===== src/rtl/tpsram_fifo_ctrl_if.sv =====
// Stream and SRAM-port bundle for tpsram_fifo_ctrl.
// ALMOST_FULL/ALMOST_EMPTY exist only with FIFO_ALMOST_FLAGS_EN.
interface tpsram_fifo_ctrl_if #(
  parameter int DATA_W = 20,
  parameter int ADDR_W = 6
);
  logic [DATA_W-1:0] S_DATA;
  logic              S_VALID;
  logic              S_READY;
  logic [DATA_W-1:0] M_DATA;
  logic              M_VALID;
  logic              M_READY;
  logic [DATA_W-1:0] W_DATA;
  logic [ADDR_W-1:0] W_ADDR;
  logic              W_EN;
  logic [ADDR_W-1:0] R_ADDR;
  logic              R_EN;
  logic [DATA_W-1:0] R_DATA;
  logic [ADDR_W:0]   COUNT;
`ifdef FIFO_ALMOST_FLAGS_EN
  logic              ALMOST_FULL;
  logic              ALMOST_EMPTY;
`endif

  modport master (
    output S_DATA, S_VALID, M_READY, R_DATA,
    input  S_READY, M_DATA, M_VALID,
    input  W_DATA, W_ADDR, W_EN,
    input  R_ADDR, R_EN, COUNT
`ifdef FIFO_ALMOST_FLAGS_EN
    , input ALMOST_FULL, ALMOST_EMPTY
`endif
  );

  modport slave (
    input  S_DATA, S_VALID, M_READY, R_DATA,
    output S_READY, M_DATA, M_VALID,
    output W_DATA, W_ADDR, W_EN,
    output R_ADDR, R_EN, COUNT
`ifdef FIFO_ALMOST_FLAGS_EN
    , output ALMOST_FULL, ALMOST_EMPTY
`endif
  );
endinterface


===== src/rtl/tpsram_fifo_ctrl.sv =====
// FIFO controller over a 1-cycle-latency two-port SRAM with a 2-entry prefetch buffer.
// Optional FIFO_ALMOST_FLAGS_EN adds registered ALMOST_FULL/ALMOST_EMPTY.
module tpsram_fifo_ctrl #(
  parameter int DATA_W = 20,
  parameter int ADDR_W = 6
`ifdef FIFO_ALMOST_FLAGS_EN
  , parameter int AF_THRESH = 60
  , parameter int AE_THRESH = 4
`endif
) (
  input  logic               CLK,
  input  logic               RST,
  tpsram_fifo_ctrl_if.slave  bus
);

  localparam logic [ADDR_W:0] DEPTH = {1'b1, {ADDR_W{1'b0}}};

  logic [ADDR_W-1:0] wptr_q, wptr_d;
  logic [ADDR_W-1:0] rptr_q, rptr_d;
  logic [ADDR_W:0]   ram_cnt_q, ram_cnt_d;
  logic              inflight_q, inflight_d;
  logic [1:0]        buf_cnt_q, buf_cnt_d;
  logic [DATA_W-1:0] buf0_q, buf0_d;
  logic [DATA_W-1:0] buf1_q, buf1_d;
  logic [ADDR_W:0]   count_q, count_d;

  logic       s_ready;
  logic       m_valid;
  logic       push;
  logic       pop;
  logic       issue;
  logic [2:0] occ;
  logic [2:0] occ_net;
  logic [1:0] bc;

  assign s_ready = ~RST & (ram_cnt_q < DEPTH);
  assign m_valid = (buf_cnt_q != 2'd0);

  always_comb begin
    push      = bus.S_VALID & s_ready;
    pop       = m_valid & bus.M_READY;
    occ       = {1'b0, buf_cnt_q} + {2'b00, inflight_q};
    occ_net   = occ - {2'b00, pop};
    // Never let buffered + in-flight words exceed the 2 buffer slots
    issue     = (ram_cnt_q != '0) && (occ_net < 3'd2);
    wptr_d    = wptr_q + {{(ADDR_W-1){1'b0}}, push};
    rptr_d    = rptr_q + {{(ADDR_W-1){1'b0}}, issue};
    ram_cnt_d = ram_cnt_q
              + {{ADDR_W{1'b0}}, push}
              - {{ADDR_W{1'b0}}, issue};
    inflight_d = issue;
    buf0_d = buf0_q;
    buf1_d = buf1_q;
    bc     = buf_cnt_q;
    if (pop) begin
      buf0_d = buf1_q;
      bc     = bc - 2'd1;
    end
    if (inflight_q) begin
      if (bc == 2'd0) buf0_d = bus.R_DATA;
      else            buf1_d = bus.R_DATA;
      bc = bc + 2'd1;
    end
    buf_cnt_d = bc;
    count_d   = ram_cnt_d
              + {{(ADDR_W-1){1'b0}}, buf_cnt_d}
              + {{ADDR_W{1'b0}}, inflight_d};
  end

  always_ff @(posedge CLK or posedge RST) begin
    if (RST) begin
      wptr_q     <= '0;
      rptr_q     <= '0;
      ram_cnt_q  <= '0;
      inflight_q <= 1'b0;
      buf_cnt_q  <= 2'd0;
      buf0_q     <= '0;
      buf1_q     <= '0;
      count_q    <= '0;
    end else begin
      wptr_q     <= wptr_d;
      rptr_q     <= rptr_d;
      ram_cnt_q  <= ram_cnt_d;
      inflight_q <= inflight_d;
      buf_cnt_q  <= buf_cnt_d;
      buf0_q     <= buf0_d;
      buf1_q     <= buf1_d;
      count_q    <= count_d;
    end
  end

  assign bus.S_READY = s_ready;
  assign bus.M_VALID = m_valid;
  assign bus.M_DATA  = buf0_q;
  assign bus.W_EN    = push;
  assign bus.W_ADDR  = wptr_q;
  assign bus.W_DATA  = bus.S_DATA;
  assign bus.R_EN    = issue;
  assign bus.R_ADDR  = rptr_q;
  assign bus.COUNT   = count_q;

`ifdef FIFO_ALMOST_FLAGS_EN
  localparam logic [ADDR_W:0] AF_T = AF_THRESH[ADDR_W:0];
  localparam logic [ADDR_W:0] AE_T = AE_THRESH[ADDR_W:0];

  logic af_q;
  logic ae_q;

  always_ff @(posedge CLK or posedge RST) begin
    if (RST) begin
      af_q <= 1'b0;
      ae_q <= 1'b1;
    end else begin
      af_q <= (count_d >= AF_T);
      ae_q <= (count_d <= AE_T);
    end
  end

  assign bus.ALMOST_FULL  = af_q;
  assign bus.ALMOST_EMPTY = ae_q;
`endif

endmodule


===== src/flat_wrapper.sv =====
// flat-port wrapper written by rule: the top's interface ports become plain ports
module tpsram_fifo_ctrl_flat 
#(
  parameter int DATA_W = 20,
  parameter int ADDR_W = 6

)
  (CLK, RST, bus_S_DATA, bus_S_VALID, bus_M_READY, bus_R_DATA, bus_S_READY, bus_M_DATA, bus_M_VALID, bus_W_DATA, bus_W_ADDR, bus_W_EN, bus_R_ADDR, bus_R_EN, bus_COUNT);
  tpsram_fifo_ctrl_if #(.DATA_W(DATA_W), .ADDR_W(ADDR_W)) bus_i ();
  input  logic CLK;
  input  logic RST;
  input wire logic [$bits(bus_i.S_DATA)-1:0] bus_S_DATA;
  input wire logic [$bits(bus_i.S_VALID)-1:0] bus_S_VALID;
  input wire logic [$bits(bus_i.M_READY)-1:0] bus_M_READY;
  input wire logic [$bits(bus_i.R_DATA)-1:0] bus_R_DATA;
  output wire logic [$bits(bus_i.S_READY)-1:0] bus_S_READY;
  output wire logic [$bits(bus_i.M_DATA)-1:0] bus_M_DATA;
  output wire logic [$bits(bus_i.M_VALID)-1:0] bus_M_VALID;
  output wire logic [$bits(bus_i.W_DATA)-1:0] bus_W_DATA;
  output wire logic [$bits(bus_i.W_ADDR)-1:0] bus_W_ADDR;
  output wire logic [$bits(bus_i.W_EN)-1:0] bus_W_EN;
  output wire logic [$bits(bus_i.R_ADDR)-1:0] bus_R_ADDR;
  output wire logic [$bits(bus_i.R_EN)-1:0] bus_R_EN;
  output wire logic [$bits(bus_i.COUNT)-1:0] bus_COUNT;
  assign bus_i.S_DATA = bus_S_DATA;
  assign bus_i.S_VALID = bus_S_VALID;
  assign bus_i.M_READY = bus_M_READY;
  assign bus_i.R_DATA = bus_R_DATA;
  assign bus_S_READY = bus_i.S_READY;
  assign bus_M_DATA = bus_i.M_DATA;
  assign bus_M_VALID = bus_i.M_VALID;
  assign bus_W_DATA = bus_i.W_DATA;
  assign bus_W_ADDR = bus_i.W_ADDR;
  assign bus_W_EN = bus_i.W_EN;
  assign bus_R_ADDR = bus_i.R_ADDR;
  assign bus_R_EN = bus_i.R_EN;
  assign bus_COUNT = bus_i.COUNT;
  tpsram_fifo_ctrl #(.DATA_W(DATA_W), .ADDR_W(ADDR_W)) u_core (.CLK(CLK), .RST(RST), .bus(bus_i));
endmodule

===== config.mk =====
export PLATFORM = sky130hd
export DESIGN_NAME = tpsram_fifo_ctrl_flat
export DESIGN_NICKNAME = d
export VERILOG_FILES = /design/src/rtl/tpsram_fifo_ctrl_if.sv /design/src/rtl/tpsram_fifo_ctrl.sv /design/src/flat_wrapper.sv
export SDC_FILE = /design/constraint.sdc
export NUM_CORES = 1
export LEC_CHECK = 0
export CAP_MARGIN = 10
export CORE_MARGIN = 10
export CORE_UTILIZATION = 46
export DETAILED_ROUTE_END_ITERATION = 16
export PLACE_DENSITY = 0.9
export REMOVE_ABC_BUFFERS = 1
export SKIP_CTS_REPAIR_TIMING = 1
export SLEW_MARGIN = 20
export SYNTH_ARGS = -nofsm -noshare
export SYNTH_HDL_FRONTEND = slang
export SYNTH_SLANG_ARGS = --single-unit

===== constraint.sdc =====
create_clock -name CLK -period 6 [get_ports CLK]
set_clock_uncertainty 0.1 [all_clocks]
set_input_delay 1.8 -clock CLK [delete_from_list [all_inputs] [get_ports CLK]]
set_output_delay 1.8 -clock CLK [all_outputs]
set_load 0.05 [all_outputs]

==> results.md <==
- Critical path type: input pin to output port
- Worst-skew pair later-pin latency: 0.34 ns
- Main synth FF type: dfrtp_1
- RSZ-0062 raised after global routing: false
- Most frequent cell after synthesis: dfrtp_1
- WL/cell: approximately 17 microns
- CTS clk-pin slew, worst paths: 0.07 ns
- Layout cell share with drive strength beyond 1: 13.2%
- Post-Syn Area per Cell: 11.7 sq um
- Pre-Repair DR Iteration Count: 4
- DRC: 0
- First-pass GRT wire length: 12.2 mm
- N_diodes: 0
- Initial Utilization: 48.3%
- Required @ worst endpoint: 4.10 ns
- NumNets Final: 400
- Final Hold Viols: 0
- Synth Area in XOR/XNOR: 5.78%
- Placed cells: ~420
- Count of different cell masters after synthesis: 35
- Cells on worst reg2reg path: 19
- Status: finished clean
- Via density: roughly 5
- Hold depth: 1
- Final WL: around 7.4 mm
- Post-layout minimum cycle time: 5.88 ns
- Yosys warning count: 0
- Fmax: 170 MHz
- Final setup fails: 0
- Synth top cells by count: dfrtp_1, nand2_1, o21ai_0
- Initial antenna violation count: 0
- Crit path DAT: 3.98 ns
- Max Cap Viol: 0
- Starting DRT DRC Count: 54
- CTS tree: done
- Ys async rst share: 100%
- GRT overflow: 0
- Slew Viols, Final: 0
- Compound-Gate Fraction of Synth Area: under 10%
- Sequential fraction of the synthesis area: about half
- Core area: 6910 sq um
- Worst-Margin Slew: 1.05 ns
- Final HPWL DP: 5.62 mm
- Share of the synthesized area in the top cell type: about half
- Gpl congestion: 0.774
- Worst setup SP type: input pin
- CTS root buf: clkbuf_8
- Synth area leaders: dfrtp_1, mux2_2, ha_1
- TritonCTS Sinks: 69
- Pin count of the biggest net entering global routing: 42
- Buffers added on ports: 66
- Io pins: 107
- Non-Filler Instances: 438
- GRT Total Usage: between 10% and 20%
- Synthesis-stage register bit count: a little under 70
- Mux cell area share after synthesis: between 10% and 20%
- Largest area contributor in the netlist: dfrtp_1
- Die width: about 110 microns
- Clock buffer depth: 2
- CTS H-tree lvls: 3
- Total CTS buffers: 9
- Cell Area, Synth: 3330 sq um
- Total Neg Setup Slack: 0 ns
- Die Span Y: 105 microns
- Final period util: 98.0%
- Die footprint: 11100 sq um
- Largest family of logic cells by synthesized area: multiplexers
- Crit. End Element: output port
- EDFF count, synth: 0
- Post-Syn Instances: 284
- Layout area overhead: 24.1%
- Vias in the first global route: 2381
- R2r setup slk: 1.57 ns
- Count of antenna-violating nets left after detailed routing: 0
- Worst slew margin: approximately 30%
- Hold Path Class: register to register
- Adder-Cell Fraction of Synth Area: 7.81%
- Site row count: 30
- Post-Synth Simple-Gate Area: a little under 8%
- Routed vias: 2218
- CP Max Fanout: 4
[critical path, cell delays in order]
cell,delay (ns)
clkdlybuf4s50_1,0.45
nand2_1,0.07
inv_1,0.06
ha_1,0.21
nand2b_1,0.16
fa_1,0.43
xor2_1,0.20
a311oi_4,0.41
buf_12,0.19
[kinds of logic after synthesis]
logic type / Yosys count
DFF: 69
and+or+nand+nor: 56
buffers and inverters: 43
muxes: 40
AOI/OAI and AO/OA: 35
xor gates and xnor gates: 22
adders and majority gates: 19
[state kept, by name, indices dropped and copies added, names as in the netlist]
register	cells
u_core.buf_cnt_q	2
u_core.ram_cnt_q	7
u_core.bus.M_DATA	20
u_core.bus.W_ADDR	6
u_core.bus.R_ADDR	6
u_core.inflight_q	1
u_core.buf1_q	20
u_core.bus.COUNT	7
[layer usage]
metal	global-route usage, %	vias to the layer above	wire, microns
li1	-	1052	-
met4	4.61	0	59
met3	6.14	8	537
met5	0	-	0
met2	20.2	83	3440
met1	17.1	1075	3370
[final timing paths]
kind / startpoint / end
worst min register to register: u_core.bus.R_ADDR[5] / u_core.bus.R_ADDR[5]
min in group asynchronous: RST / u_core.ram_cnt_q[2]
max in group asynchronous: RST / u_core.bus.M_DATA[5]
worst max-delay path: bus_M_READY / bus_R_EN
worst max register to register: u_core.buf_cnt_q[1] / u_core.bus.COUNT[5]
worst min-delay path: u_core.bus.R_ADDR[5] / u_core.bus.R_ADDR[5]
[final cells by class]
cell class                      instances  area [sq um]
Multi-Input combinational cell        172          1370
Fill cell                             574          2770
Inverter                               15          56.3
Timing Repair Buffer                   70           708
Clock buffer                           11           131
Clock inverter                          5          27.5
Tap cell                               96           120
Sequential cell                        69          1730
[metrics by stage]
step | cell area (sq um) | hold slack [ns] | utilization [%] | worst slack (ns)
after detailed placement | 3980 | 0.369 | 57.6 | 0.0212
after floorplan | 3150 | 0.380 | - | -0.405
after CTS | 4140 | 0.379 | 59.9 | 0.104
final | 4140 | 0.369 | 59.9 | 0.121
after global placement | 3960 | 0.358 | 57.4 | 0.102
after global routing | 4140 | 0.392 | 59.9 | 0.00789
[placed cells by master, fill, tap and decap left out, types with 7 or more instances in the layout]
cell type / synthesis / final
dfrtp_1: 69 / 69
clkdlybuf4s50_1: 0 / 65
nand2_1: 27 / 27
o21ai_0: 21 / 21
mux2i_1: 20 / 20
mux2_2: 20 / 20
ha_1: 16 / 16
inv_1: 15 / 14
xnor2_1: 14 / 14
clkbuf_8: 0 / 9
xor2_1: 8 / 8
nor2_1: 8 / 7
nand3_1: 7 / 7
Power is not shown: default switching activity piles up to over one toggle a cycle in this logic, so the estimate is an artifact.
